File: src/rtl/bus_arb3_if.sv
// Shared-bus arbitration handshake between the three requesters and bus_arb3.
// The arbiter uses the slave modport; requester-side logic or a testbench uses master.
interface bus_arb3_if;
  logic [2:0] REQ;
  logic       DONE;
  logic [2:0] GNT;
  logic [1:0] OWNER;
  logic       BUSY;
  logic       TMO;

  modport slave  (input  REQ, DONE, output GNT, OWNER, BUSY, TMO);
  modport master (output REQ, DONE, input  GNT, OWNER, BUSY, TMO);
endinterface

File: src/rtl/bus_arb3.sv
// Three-way round-robin bus arbiter with a one-cycle dead slot between owners
// and a hold-time watchdog that revokes grants held longer than TIMEOUT cycles.
//
// state     | meaning
// ----------+--------------------------------------------------------------
// S_IDLE    | no owner; arbitrate on REQ every cycle
// S_GRANT   | one owner drives the bus; watch DONE, REQ[owner] and the hold count
// S_RELEASE | dead cycle after a grant; arbitrate for the next owner
module bus_arb3 #(
  parameter int TIMEOUT = 15
) (
  input  logic       CLK,
  input  logic       RST,
  bus_arb3_if.slave  bus
);

  localparam logic [1:0] S_IDLE    = 2'd0;
  localparam logic [1:0] S_GRANT   = 2'd1;
  localparam logic [1:0] S_RELEASE = 2'd2;

  localparam logic [3:0] CNT_LAST = 4'(TIMEOUT - 1);

  logic [1:0] state_q, state_d;
  logic [1:0] ptr_q,   ptr_d;
  logic [3:0] cnt_q,   cnt_d;
  logic [2:0] gnt_q,   gnt_d;
  logic [1:0] owner_q, owner_d;
  logic       busy_q,  busy_d;
  logic       tmo_q,   tmo_d;

  logic [1:0] cand1, cand2, win;
  logic       any_req;

  function automatic logic [1:0] inc3(input logic [1:0] i);
    return (i == 2'd2) ? 2'd0 : i + 2'd1;
  endfunction

  assign cand1   = inc3(ptr_q);
  assign cand2   = inc3(cand1);
  assign any_req = |bus.REQ;

  // Later assignments override earlier ones, so ptr_q has highest priority.
  always_comb begin
    win = cand2;
    if (bus.REQ[cand1]) win = cand1;
    if (bus.REQ[ptr_q]) win = ptr_q;
  end

  always_comb begin
    state_d = state_q;
    ptr_d   = ptr_q;
    cnt_d   = cnt_q;
    gnt_d   = gnt_q;
    owner_d = owner_q;
    busy_d  = busy_q;
    tmo_d   = 1'b0;

    case (state_q)
      S_IDLE, S_RELEASE: begin
        if (any_req) begin
          state_d = S_GRANT;
          gnt_d   = 3'b001 << win;
          owner_d = win;
          busy_d  = 1'b1;
          cnt_d   = 4'd0;
          ptr_d   = inc3(win);
        end else begin
          state_d = S_IDLE;
          gnt_d   = 3'b000;
          owner_d = 2'd0;
          busy_d  = 1'b0;
        end
      end
      S_GRANT: begin
        if (bus.DONE || !bus.REQ[owner_q] || (cnt_q == CNT_LAST)) begin
          state_d = S_RELEASE;
          gnt_d   = 3'b000;
          owner_d = 2'd0;
          busy_d  = 1'b0;
          // Watchdog flagged only when neither completion nor withdrawal explains the release.
          tmo_d   = !bus.DONE && bus.REQ[owner_q];
        end else begin
          cnt_d = cnt_q + 4'd1;
        end
      end
      default: begin
        state_d = S_IDLE;
        gnt_d   = 3'b000;
        owner_d = 2'd0;
        busy_d  = 1'b0;
      end
    endcase
  end

  always_ff @(posedge CLK) begin
    if (RST) begin
      state_q <= S_IDLE;
      ptr_q   <= 2'd0;
      cnt_q   <= 4'd0;
      gnt_q   <= 3'b000;
      owner_q <= 2'd0;
      busy_q  <= 1'b0;
      tmo_q   <= 1'b0;
    end else begin
      state_q <= state_d;
      ptr_q   <= ptr_d;
      cnt_q   <= cnt_d;
      gnt_q   <= gnt_d;
      owner_q <= owner_d;
      busy_q  <= busy_d;
      tmo_q   <= tmo_d;
    end
  end

  assign bus.GNT   = gnt_q;
  assign bus.OWNER = owner_q;
  assign bus.BUSY  = busy_q;
  assign bus.TMO   = tmo_q;

endmodule

File: src/flat_wrapper.sv
// flat-port wrapper written by rule: the top's interface ports become plain ports
module bus_arb3_flat 
#(
  parameter int TIMEOUT = 15
)
  (CLK, RST, bus_REQ, bus_DONE, bus_GNT, bus_OWNER, bus_BUSY, bus_TMO);
  bus_arb3_if bus_i ();
  input  logic CLK;
  input  logic RST;
  input wire logic [$bits(bus_i.REQ)-1:0] bus_REQ;
  input wire logic [$bits(bus_i.DONE)-1:0] bus_DONE;
  output wire logic [$bits(bus_i.GNT)-1:0] bus_GNT;
  output wire logic [$bits(bus_i.OWNER)-1:0] bus_OWNER;
  output wire logic [$bits(bus_i.BUSY)-1:0] bus_BUSY;
  output wire logic [$bits(bus_i.TMO)-1:0] bus_TMO;
  assign bus_i.REQ = bus_REQ;
  assign bus_i.DONE = bus_DONE;
  assign bus_GNT = bus_i.GNT;
  assign bus_OWNER = bus_i.OWNER;
  assign bus_BUSY = bus_i.BUSY;
  assign bus_TMO = bus_i.TMO;
  bus_arb3 #(.TIMEOUT(TIMEOUT)) u_core (.CLK(CLK), .RST(RST), .bus(bus_i));
endmodule
File: config.mk
export PLATFORM = sky130hd
export DESIGN_NAME = bus_arb3_flat
export DESIGN_NICKNAME = d
export VERILOG_FILES = /design/src/rtl/bus_arb3_if.sv /design/src/rtl/bus_arb3.sv /design/src/flat_wrapper.sv
export SDC_FILE = /design/constraint.sdc
export NUM_CORES = 1
export LEC_CHECK = 0
export BUFFER_PORTS_ARGS = -buffer_cell sky130_fd_sc_hd__buf_2
export CAP_MARGIN = 40
export CELL_PAD_IN_SITES_DETAIL_PLACEMENT = 1
export CELL_PAD_IN_SITES_GLOBAL_PLACEMENT = 1
export CORE_UTILIZATION = 41
export CTS_CLUSTER_SIZE = 30
export DETAILED_ROUTE_END_ITERATION = 7
export GPL_TIMING_DRIVEN = 0
export PLACE_DENSITY = 0.8
export SYNTH_ARGS = -nofsm -noshare
export SYNTH_HDL_FRONTEND = slang
export SYNTH_SLANG_ARGS = --single-unit
File: constraint.sdc
create_clock -name CLK -period 3.72 [get_ports CLK]
set_clock_uncertainty 0.15 [all_clocks]
set_input_delay 0.186 -clock CLK [delete_from_list [all_inputs] [get_ports CLK]]
set_output_delay 0.186 -clock CLK [all_outputs]
set_load 0.01 [all_outputs]
==> impl_summary.txt, run 1 <==
----------------------------------------------------
[Clocking]
  Number of resized instances in the post-cts repair step ... 0
  Reg clk slew, reported paths ... 0.09 ns
  Latest clock arrival within the worst-skew pair ... 0.28 ns
  CTS H-tree lvls ... 1
  Number of buffers inserted during clock tree synthesis ... 3
  Root Driver ... sky130_fd_sc_hd__clkbuf_4
  CTS Hold Bufs ... 0
  Number of buffers inserted by post-CTS setup repair ... 0
  CTS tree ... done
  CTS sink cnt ... 14
  Largest buffer count on any clock path ... 2

[Setup path]
  Reg-to-reg startpoint ... u_core.cnt_q[0]
  Data arrival time of the worst path ... 1.84 ns
  Cells on worst reg2reg path ... 6
  CP Capture Type ... flip-flop
  Launching instance or port of the critical path ... u_core.cnt_q[0]
  Required time worst endpoint ... 3.77 ns
  Kind of launch point of the worst setup path ... flip-flop
  Largest driver fanout on the critical path ... 6
  Critical Setup Path Class ... flip-flop to flip-flop

[Timing]
  Crit path time final ... 1.80 ns
  Final worst-path cycle share ... 0.483
  Maximum frequency from static timing analysis ... 556 MHz
  Fin. Hold Viols ... 0
  Slew Limit Headroom ... 0.710
  Pins over their slew limit ... 0
  Worst Max-Slew Pin Slew ... 0.436 ns
  Setup violations, final ... 0
  Setup repair after global routing missed its margin ... false
  Setup TNS ... 0 ns

[Finish]
  Fraction of layout instances using a drive strength above 1 ... 0.258
  Post-layout nets ... 102
  Diode count ... 0
  Number of cells in the finished layout apart from fillers ... 109
  Final core area utilization ... 0.523
  Area overhead of the layout relative to synthesis ... 16.9%

[Route]
  First DRT Iteration DRCs ... 5
  Detail-routed via count per cell ... 5.59
  Routed wire length per instance ... 13.1 um
  Routed wire length ... 1430 um
  Number of remaining DRC errors ... 0
  Number of vias after detailed routing ... 609
  Detailed Routing Iterations Pass 1 ... 2
  Number of nets with antenna violations after detailed routing ... 0

[Synth]
  Synth Warn # ... 0
  Leading post-synthesis cells by cell area ... sky130_fd_sc_hd__dfxtp_1, sky130_fd_sc_hd__mux2i_1, sky130_fd_sc_hd__a21oi_1, sky130_fd_sc_hd__nand2b_1, sky130_fd_sc_hd__nand2_1
  Post-synthesis cell type count ... 28
  Synthesized area per cell ... 8.95 sq um
  Part of the Yosys area used for sequential elements ... 0.407
  Share of the synthesized area in the top cell type ... 0.407
  Number of nets produced by synthesis ... 85
  Post-synthesis sequential element count ... 14
  Post-synth design cell area ... 689 sq um
  Post-synth top area cell ... sky130_fd_sc_hd__dfxtp_1
  Post-Synthesis Cells ... 77

[Global routing]
  Wire length of the first global-routing pass ... 2490 um
  Global-route usage over all layers ... 0.185
  Total gr overflow ... 0
  Number of antenna violations at the first check in global routing ... 0
  Maximum number of pins on one net before global-route repair ... 11
  Number of global-route vias before repair ... 556

[Power and ir drop]
  Power per cell area ... 397 nW/um^2
  Leakage power ... 0.348 nW
  Peak ir drop on the vdd network ... 0.230 mV

[Outcome]
  Result of the run ... completed

[Min path]
  Worst hold path type ... primary input to flip-flop
  Worst hold path stage count ... 3
  Critical hold path startpoint ... bus_DONE

[Placed design]
  RD Place Congestion ... 0.733
  Dpl hpwl ... 1080 um
  Inst Count DP ... 105
  Number of buffer cells added on primary ports ... 12

[Die]
  Placement row count ... 14
  Die Footprint ... 1850 sq um
  Effective utilization at floorplan ... 0.447
  Top-level I/O count ... 13
  Placeable core region ... 1540 sq um
  Overall die height ... 43.0 um
  Die W ... 43.0 um

[Run]
  Number of max-cap violations ... 0

----------------------------------------------------
[area by class of cell]
type                            instances  area (sq um)
Inverter                                4          15.0
Tap cell                               16          20.0
Clock buffer                            4          36.3
Multi-Input combinational cell         58           390
Fill cell                             205           736
Sequential cell                        14           280
Timing Repair Buffer                   12          60.1
Buffer                                  1          3.75
[kinds of logic (layout without fill, tap and decap cells)]
| family | after synthesis | count (layout) | synth area share |
|---|---|---|---|
| simple gates | 35 | 35 | 0.294 |
| compound gates | 16 | 16 | 0.163 |
| flops | 14 | 14 | 0.407 |
| mux | 5 | 5 | 0.0726 |
| buf+inv | 5 | 21 | 0.0272 |
| fa+ha+maj | 2 | 2 | 0.0363 |
[worst max-delay path: stages (launching register included)]
cell,delay (ns)
sky130_fd_sc_hd__dfxtp_1,0.39
sky130_fd_sc_hd__inv_1,0.06
sky130_fd_sc_hd__ha_1,0.18
sky130_fd_sc_hd__and3_1,0.21
sky130_fd_sc_hd__nor3_2,0.32
sky130_fd_sc_hd__nand2_2,0.18
sky130_fd_sc_hd__o31ai_1,0.22
[Yosys cell counts, drive strengths merged]
master,number
ha,2
o22ai,1
nand3,5
nor3,2
nor2,3
a31o,1
o31ai,3
nand4b,1
or2,2
nand2b,5
dfxtp,14
o21a,1
and3,2
inv,4
and4b,1
mux2i,5
nor3b,1
nand3b,2
a21oi,8
or3,1
nand2,9
o21ai,1
clkbuf,1
nor2b,1
o211ai,1
[per-layer routing]
metal | wire, um | track usage | part of all wire
met1 | 698 | 0.239 | 0.49
met3 | 71 | 0.0638 | 0.050
met4 | 10 | 0.0727 | 0.0070
met2 | 650 | 0.282 | 0.45
met5 | 0 | 0 | 0
[through the flow]
stage	hold slack, ns	area [sq um]	setup slack (ns)	power, W
2_1_floorplan	0.194	689	2.16	0.000196
3_3_place_gp	0.303	769	1.95	0.000212
3_5_place_dp	0.309	769	1.93	0.000214
4_1_cts	0.0563	806	1.89	0.000325
5_1_grt	0.0891	806	1.77	0.000338
6_report	0.0623	806	1.92	0.000320
[where the power goes]
group / switching [W] / total (W) / internal, W
clock: 0.0000507 / 0.000110 / 0.0000596
sequential: 0.00000701 / 0.000164 / 0.000157
combinational: 0.0000269 / 0.0000460 / 0.0000191
total: 0.0000846 / 0.000320 / 0.000235
[cells in the final DEF (no fill, tap or decap), types with 2 or more instances in the layout]
cell type and count:
sky130_fd_sc_hd__nand2_1 8, sky130_fd_sc_hd__nand3_1 5, sky130_fd_sc_hd__or2_2 2, sky130_fd_sc_hd__nor2_1 3, sky130_fd_sc_hd__inv_1 4, sky130_fd_sc_hd__dfxtp_1 14
sky130_fd_sc_hd__and3_1 2, sky130_fd_sc_hd__clkbuf_4 3, sky130_fd_sc_hd__o31ai_1 3, sky130_fd_sc_hd__mux2i_1 5, sky130_fd_sc_hd__buf_2 12, sky130_fd_sc_hd__nand3b_1 2
sky130_fd_sc_hd__nand2b_1 5, sky130_fd_sc_hd__a21oi_1 7, sky130_fd_sc_hd__ha_1 2
[worst paths after layout]
check / endpoint / slack (ns)
worst max-delay path: u_core.bus.GNT[2] / 1.92
worst min register to register: u_core.bus.GNT[2] / 0.32
worst max register to register: u_core.bus.GNT[2] / 1.92
worst min-delay path: u_core.state_q[1] / 0.06
[state kept, by name, summed over array words and instances, names as in the netlist]
register	flops
u_core.bus.GNT	3
u_core.cnt_q	4
u_core.ptr_q	2
u_core.bus.OWNER	2
u_core.bus.TMO	1
u_core.state_q	2
No activity file was read; power rests on OpenSTA's default activity.
==> inputs of run 2 (changes only) <==
Settings changed: CORE_UTILIZATION 41 to 38, PLACE_DENSITY 0.8 to 0.76.
Clock period 3.72 ns to 1.9 ns, I/O delays scaled along.
==> impl_summary.txt, run 2 (same netlist as run 1, synthesis figures left out) <==
----------------------------------------------------
[Placed design]
  Worst slack at placement ... 0.0861 ns (was 1.93 ns)
  Number of buffer cells added on primary ports ... 12 (unchanged)
  RD Place Congestion ... 0.676 (was 0.733)

[Power and ir drop]
  Sequential fraction of design power ... 0.551 (was 0.512)
  Gate power share ... 0.166 (was 0.144)
  Share of power burned in the clock network ... 0.283 (was 0.344)
  Total power draw ... 0.000584 W (was 0.000320 W)
  Cell-internal power ... 0.000422 W (was 0.000235 W)
  Power per cell area ... 704 nW/um^2 (was 397 nW/um^2)
  Leakage power ... 0.354 nW (was 0.348 nW)
  Peak ir drop on the vdd network ... 0.372 mV (was 0.230 mV)
  Proportion of total power due to net switching ... 0.278 (was 0.264)
  Net Sw Power ... 0.000163 W (was 0.0000846 W)

[Die]
  Effective utilization at floorplan ... 0.404 (was 0.447)
  Placeable core region ... 1710 sq um (was 1540 sq um)
  Die Footprint ... 1990 sq um (was 1850 sq um)
  Top-level I/O count ... 13 (unchanged)
  Placement row count ... 15 (was 14)
  Overall die height ... 44.6 um (was 43.0 um)
  Die W ... 44.6 um (was 43.0 um)

[Clocking]
  Number of buffers inserted during clock tree synthesis ... 3 (unchanged)
  CTS sink cnt ... 14 (unchanged)
  Root Driver ... sky130_fd_sc_hd__clkbuf_4 (unchanged)
  Latest clock arrival within the worst-skew pair ... 0.28 ns (about the same)
  CTS Hold Bufs ... 0 (unchanged)
  Reg clk slew, reported paths ... 0.08 ns (was 0.09 ns)
  CTS tree ... done (unchanged)
  Largest buffer count on any clock path ... 2 (unchanged)
  CTS H-tree lvls ... 1 (unchanged)

[Global routing]
  Maximum number of pins on one net before global-route repair ... 11 (unchanged)
  Number of global-route vias before repair ... 623 (was 556)
  Global-route usage over all layers ... 0.184 (was 0.185)
  Total gr overflow ... 0 (unchanged)
  Number of antenna violations at the first check in global routing ... 0 (unchanged)
  Wire length of the first global-routing pass ... 2680 um (was 2490 um)

[Route]
  Routed wire length per instance ... 13.5 um (was 13.1 um)
  Detailed Routing Iterations Pass 1 ... 4 (was 2)
  Routed wire length ... 1610 um (was 1430 um)
  Detail-routed via count per cell ... 5.29 (was 5.59)
  Number of remaining DRC errors ... 0 (unchanged)
  First DRT Iteration DRCs ... 8 (was 5)
  Number of nets with antenna violations after detailed routing ... 0 (unchanged)
  Number of vias after detailed routing ... 629 (was 609)

[Timing]
  Worst-case setup margin in the final layout ... 0.0987 ns (was 1.92 ns)
  Slew Limit Headroom ... 0.693 (was 0.710)
  Setup TNS ... 0 ns (unchanged)
  Final worst-path cycle share ... 0.948 (was 0.483)
  Pins over their slew limit ... 0 (unchanged)
  Hold slack ... 0.0122 ns (was 0.0623 ns)
  Worst Max-Slew Pin Slew ... 0.461 ns (was 0.436 ns)
  Maximum frequency from static timing analysis ... 555 MHz (was 556 MHz)
  Fin. Hold Viols ... 0 (unchanged)
  Crit path time final ... 1.80 ns (about the same)
  Setup violations, final ... 0 (unchanged)

[Min path]
  Worst hold path type ... primary input to flip-flop (unchanged)

[Setup path]
  Cell family with most CP delay ... simple AND/OR/NAND/NOR gates (unchanged)
  Largest driver fanout on the critical path ... 5 (was 6)
  CP Capture Type ... flip-flop (unchanged)
  Kind of launch point of the worst setup path ... flip-flop (unchanged)
  Highest-delay cell along the critical path ... sky130_fd_sc_hd__dfxtp_1 (unchanged)
  Required time worst endpoint ... 1.91 ns (was 3.77 ns)
  Bufs and invs on worst path ... 2 (was 1)
  Critical Setup Path Class ... flip-flop to flip-flop (unchanged)
  Critical path, cell by cell ... inv_1, ha_1, and3_1, nor3_4, buf_4, nand3_1, mux2i_1 (was inv_1, ha_1, and3_1, nor3_2, nand2_2, o31ai_1)
  Delay of the slowest critical-path stage ... 0.39 ns (about the same)
  Data arrival time of the worst path ... 1.82 ns (was 1.84 ns)

[Finish]
  Post-layout nets ... 104 (was 102)
  Flip-flop count of the largest register, all copies and words added ... 4 (unchanged)
  Fill cell count ... 216 (was 205)
  Diode count ... 0 (unchanged)
  Fraction of layout instances using a drive strength above 1 ... 0.277 (was 0.258)
  Most frequent standard cell in the layout excluding fill and tap cells ... sky130_fd_sc_hd__dfxtp_1 (unchanged)
  Final core area utilization ... 0.486 (was 0.523)
  Register name with the most flops ... u_core.cnt_q (unchanged)
  Area overhead of the layout relative to synthesis ... 20.3% (was 16.9%)
  Leading cell types in the layout, fill and taps excluded ... sky130_fd_sc_hd__dfxtp_1, sky130_fd_sc_hd__buf_2, sky130_fd_sc_hd__nand2_1 (unchanged)

[Run]
  Number of max-cap violations ... 0 (unchanged)

[Outcome]
  Result of the run ... completed (unchanged)

----------------------------------------------------
-- run 2: changes by cell type in the layout (fill, tap and decap cells not counted) --
cell	delta
sky130_fd_sc_hd__clkbuf_8	-1
sky130_fd_sc_hd__nor3_4	+1
sky130_fd_sc_hd__o31ai_2	+1
sky130_fd_sc_hd__o31ai_1	-1
sky130_fd_sc_hd__buf_4	+2
sky130_fd_sc_hd__nor3_2	-1
-- run 2: tightest hold or removal path: cells and delay by family --
family / cells / cell delay (ns)
buffers and inverters: 1 / 0.12
AND/OR/NAND/NOR: 2 / 0.17
-- run 2: final timing paths --
path              cells past startpoint           endpoint         startpoint  slack, ns
setup / recovery                      7    u_core.cnt_q[2]    u_core.cnt_q[0]        0.1
hold / removal                        3  u_core.state_q[1]           bus_DONE       0.01
setup reg to reg                      7    u_core.cnt_q[2]    u_core.cnt_q[0]        0.1
hold reg to reg                       2  u_core.bus.GNT[2]  u_core.bus.GNT[2]       0.33
-- run 2: layer usage --
metal | routed length (um) | global-route usage
met5 | 0 | 0
met4 | 0 | 0.0364
met3 | 67 | 0.0612
met2 | 790 | 0.321
met1 | 749 | 0.218
-- run 2: per-stage QoR --
stage	cell area, sq um	std cells
2_1_floorplan	689	77
3_3_place_gp	781	114
3_5_place_dp	781	114
4_1_cts	810	117
5_1_grt	830	119
6_report	830	119
-- run 2: area by class of cell --
cell class              count  area (sq um)  share of cell area
plain buffers               1          3.75             0.00452
clock buffers               3          22.5              0.0271
inverters                   4          15.0              0.0181
multi-input cells          58           402               0.484
flip-flops and latches     14           280               0.338
well taps                  25          31.3              0.0377
repair buffers             14          75.1              0.0905
-- run 2: power by group through the flow --
stage / Clock (W) / Combinational [W] / Sequential (W)
2_1_floorplan: 0 / 0.0000551 / 0.000329
3_3_place_gp: 0 / 0.0000874 / 0.000328
3_5_place_dp: 0 / 0.0000905 / 0.000329
4_1_cts: 0.000169 / 0.0000933 / 0.000322
5_1_grt: 0.000176 / 0.000108 / 0.000325
6_report: 0.000165 / 0.0000971 / 0.000322
-- run 2: what timing repair did --
action,in CTS,in global routing
resized for setup,1,1
pin swaps,0,1
setup buffers,0,2
setup endpoints to repair,1,2
==> inputs of run 3 (changes only) <==
Settings changed: CORE_UTILIZATION 38 to 41, CTS_BUF_LIST set to sky130_fd_sc_hd__clkbuf_4 sky130_fd_sc_hd__clkbuf_8, PLACE_DENSITY 0.76 to 0.8.
==> impl_summary.txt, run 3 (same netlist as run 1, synthesis figures left out) <==
----------------------------------------------------
[Outcome]
  Result of the run ... completed (unchanged)

[Clocking]
  Largest buffer count on any clock path ... 2 (unchanged)
  Root Driver ... sky130_fd_sc_hd__clkbuf_4 (unchanged)
  CTS tree ... done (unchanged)
  CTS sink cnt ... 14 (unchanged)
  Number of buffers inserted by post-CTS setup repair ... 0 (unchanged)
  Number of buffers inserted during clock tree synthesis ... 3 (unchanged)
  CTS H-tree lvls ... 1 (unchanged)
  Latest clock arrival within the worst-skew pair ... 0.28 ns (about the same)
  Reg clk slew, reported paths ... 0.08 ns (about the same)

[Timing]
  Maximum frequency from static timing analysis ... 579 MHz (was 555 MHz)
  Hold slack ... 0.0277 ns (was 0.0122 ns)
  Crit path time final ... 1.73 ns (was 1.80 ns)
  Worst Max-Slew Pin Slew ... 0.447 ns (was 0.461 ns)
  Slew Limit Headroom ... 0.702 (was 0.693)
  Setup TNS ... 0 ns (unchanged)
  Final worst-path cycle share ... 0.909 (was 0.948)
  Setup repair after global routing missed its margin ... false
  Setup violations, final ... 0 (unchanged)
  Pins over their slew limit ... 0 (unchanged)
  Fin. Hold Viols ... 0 (unchanged)

[Setup path]
  Cells on worst reg2reg path ... 6 (was 7)
  Crit path capture ... u_core.bus.GNT[2] (was u_core.cnt_q[2])
  Highest-delay cell along the critical path ... sky130_fd_sc_hd__dfxtp_1 (unchanged)
  Worst reg2reg setup slack ... 0.17 ns (was 0.1 ns)
  Critical path, cell by cell ... inv_1, ha_1, and3_1, nor3_4, nand2_2, o31ai_1 (was inv_1, ha_1, and3_1, nor3_4, buf_4, nand3_1, mux2i_1)
  Largest driver fanout on the critical path ... 6 (was 5)
  Launching instance or port of the critical path ... u_core.cnt_q[0] (unchanged)
  CP Capture Type ... flip-flop (unchanged)
  Reg-to-reg startpoint ... u_core.cnt_q[0] (unchanged)
  Critical path depth in cells ... 6 (was 7)
  Cell family with most CP delay ... simple AND/OR/NAND/NOR gates (unchanged)
  Critical Setup Path Class ... flip-flop to flip-flop (unchanged)
  Kind of launch point of the worst setup path ... flip-flop (unchanged)
  Delay of the slowest critical-path stage ... 0.39 ns (about the same)
  Reg-to-Reg End ... u_core.bus.GNT[2] (was u_core.cnt_q[2])
  Data arrival time of the worst path ... 1.77 ns (was 1.82 ns)
  Bufs and invs on worst path ... 1 (was 2)
  Required time worst endpoint ... 1.95 ns (was 1.91 ns)

[Finish]
  Register name with the most flops ... u_core.cnt_q (unchanged)
  Diode count ... 0 (unchanged)
  Layout Cell Area excl Fill ... 822 sq um (was 830 sq um)
  Most frequent standard cell in the layout excluding fill and tap cells ... sky130_fd_sc_hd__dfxtp_1 (unchanged)
  Fraction of layout instances using a drive strength above 1 ... 0.255 (was 0.277)
  Post-layout nets ... 103 (was 104)
  Area overhead of the layout relative to synthesis ... 19.2% (was 20.3%)
  Leading cell types in the layout, fill and taps excluded ... sky130_fd_sc_hd__dfxtp_1, sky130_fd_sc_hd__buf_2, sky130_fd_sc_hd__nand2_1 (unchanged)
  Flip-flop count of the largest register, all copies and words added ... 4 (unchanged)

[Power and ir drop]
  Total power draw ... 0.000632 W (was 0.000584 W)
  Peak ir drop on the vdd network ... 0.450 mV (was 0.372 mV)
  Leakage power ... 0.354 nW (about the same)
  Power per cell area ... 768 nW/um^2 (was 704 nW/um^2)

[Route]
  Routed wire length per instance ... 13.5 um (about the same)
  Number of vias after detailed routing ... 615 (was 629)
  Detailed Routing Iterations Pass 1 ... 2 (was 4)
  Detail-routed via count per cell ... 5.59 (was 5.29)
  First DRT Iteration DRCs ... 5 (was 8)
  Routed wire length ... 1480 um (was 1610 um)
  Number of nets with antenna violations after detailed routing ... 0 (unchanged)
  Number of remaining DRC errors ... 0 (unchanged)

[Die]
  Effective utilization at floorplan ... 0.447 (was 0.404)
  Die W ... 43.0 um (was 44.6 um)
  Placement row count ... 14 (was 15)
  Overall die height ... 43.0 um (was 44.6 um)
  Placeable core region ... 1540 sq um (was 1710 sq um)
  Top-level I/O count ... 13 (unchanged)
  Die Footprint ... 1850 sq um (was 1990 sq um)

[Global routing]
  Total gr overflow ... 0 (unchanged)
  Number of antenna violations at the first check in global routing ... 0 (unchanged)
  Maximum number of pins on one net before global-route repair ... 11 (unchanged)
  Number of global-route vias before repair ... 559 (was 623)
  Global-route usage over all layers ... 0.186 (was 0.184)
  Wire length of the first global-routing pass ... 2500 um (was 2680 um)

[Min path]
  Worst hold path type ... primary input to flip-flop (unchanged)
  Critical hold path startpoint ... bus_REQ[0] (was bus_DONE)

[Placed design]
  Number of buffer cells added on primary ports ... 12 (unchanged)
  Dpl hpwl ... 1080 um
  RD Place Congestion ... 0.733 (was 0.676)
  Placed inst area ... 769 sq um (was 781 sq um)

[Run]
  Number of max-cap violations ... 0 (unchanged)

----------------------------------------------------
## run 3: cell count changes in the layout (fill, tap and decap cells not counted)
| cell | change |
|---|---|
| sky130_fd_sc_hd__buf_4 | -2 |
| sky130_fd_sc_hd__clkbuf_8 | +1 |
| sky130_fd_sc_hd__dlygate4sd3_1 | +1 |
| sky130_fd_sc_hd__o31ai_1 | +1 |
| sky130_fd_sc_hd__o31ai_2 | -1 |
## run 3: power by group
part           internal [W]  switching [W]  total [W]
Combinational     0.0000396      0.0000545  0.0000941
Clock              0.000117       0.000100   0.000217
Sequential         0.000307      0.0000137   0.000321
## run 3: worst min path at each step
stage	endpoint	slack (ns)	depth (start not counted)
final	u_core.ptr_q[0]	0.03	3
after global routing	u_core.ptr_q[0]	0.03	3
after CTS	u_core.ptr_q[0]	0.01	3
after detailed placement	u_core.state_q[1]	0.26	3
after global placement	u_core.state_q[1]	0.25	3
after floorplan	u_core.bus.GNT[2]	0.10	2
## run 3: stage by stage
stage | std cells | util | setup WS, ns
after floorplan | 77 | - | 0.345
after global placement | 105 | 0.499 | 0.128
after detailed placement | 105 | 0.499 | 0.112
after CTS | 110 | 0.529 | 0.0691
after global routing | 110 | 0.533 | 0.0260
final | 110 | 0.533 | 0.173
## run 3: layout make-up
| cell class | count | area, sq um |
|---|---|---|
| well taps | 16 | 20.0 |
| flip-flops and latches | 14 | 280 |
| repair buffers | 13 | 70.1 |
| multi-input cells | 58 | 397 |
| fillers | 203 | 719 |
| inverters | 4 | 15.0 |
| clock buffers | 4 | 36.3 |
| plain buffers | 1 | 3.75 |
## run 3: layer usage
| layer | wire length, um | vias up | share of wire | GRT usage |
|---|---|---|---|---|
| li1 | - | 310 | - | - |
| met1 | 700 | 288 | 0.47 | 0.242 |
| met2 | 699 | 15 | 0.47 | 0.282 |
| met3 | 71 | 2 | 0.048 | 0.0638 |
| met4 | 10 | 0 | 0.0067 | 0.0727 |
| met5 | 0 | - | 0 | 0 |
## run 3: repair_timing
item	4_1_cts	5_1_grt
hold buffers	1	0
hold endpoints to repair	2	0
endpoints found under the setup margin	0	2
resized for setup	0	1
## run 3: worst min-delay path: stages
cell                       delay, ns
sky130_fd_sc_hd__buf_2          0.13
sky130_fd_sc_hd__o211ai_1       0.12
sky130_fd_sc_hd__a21oi_1        0.07
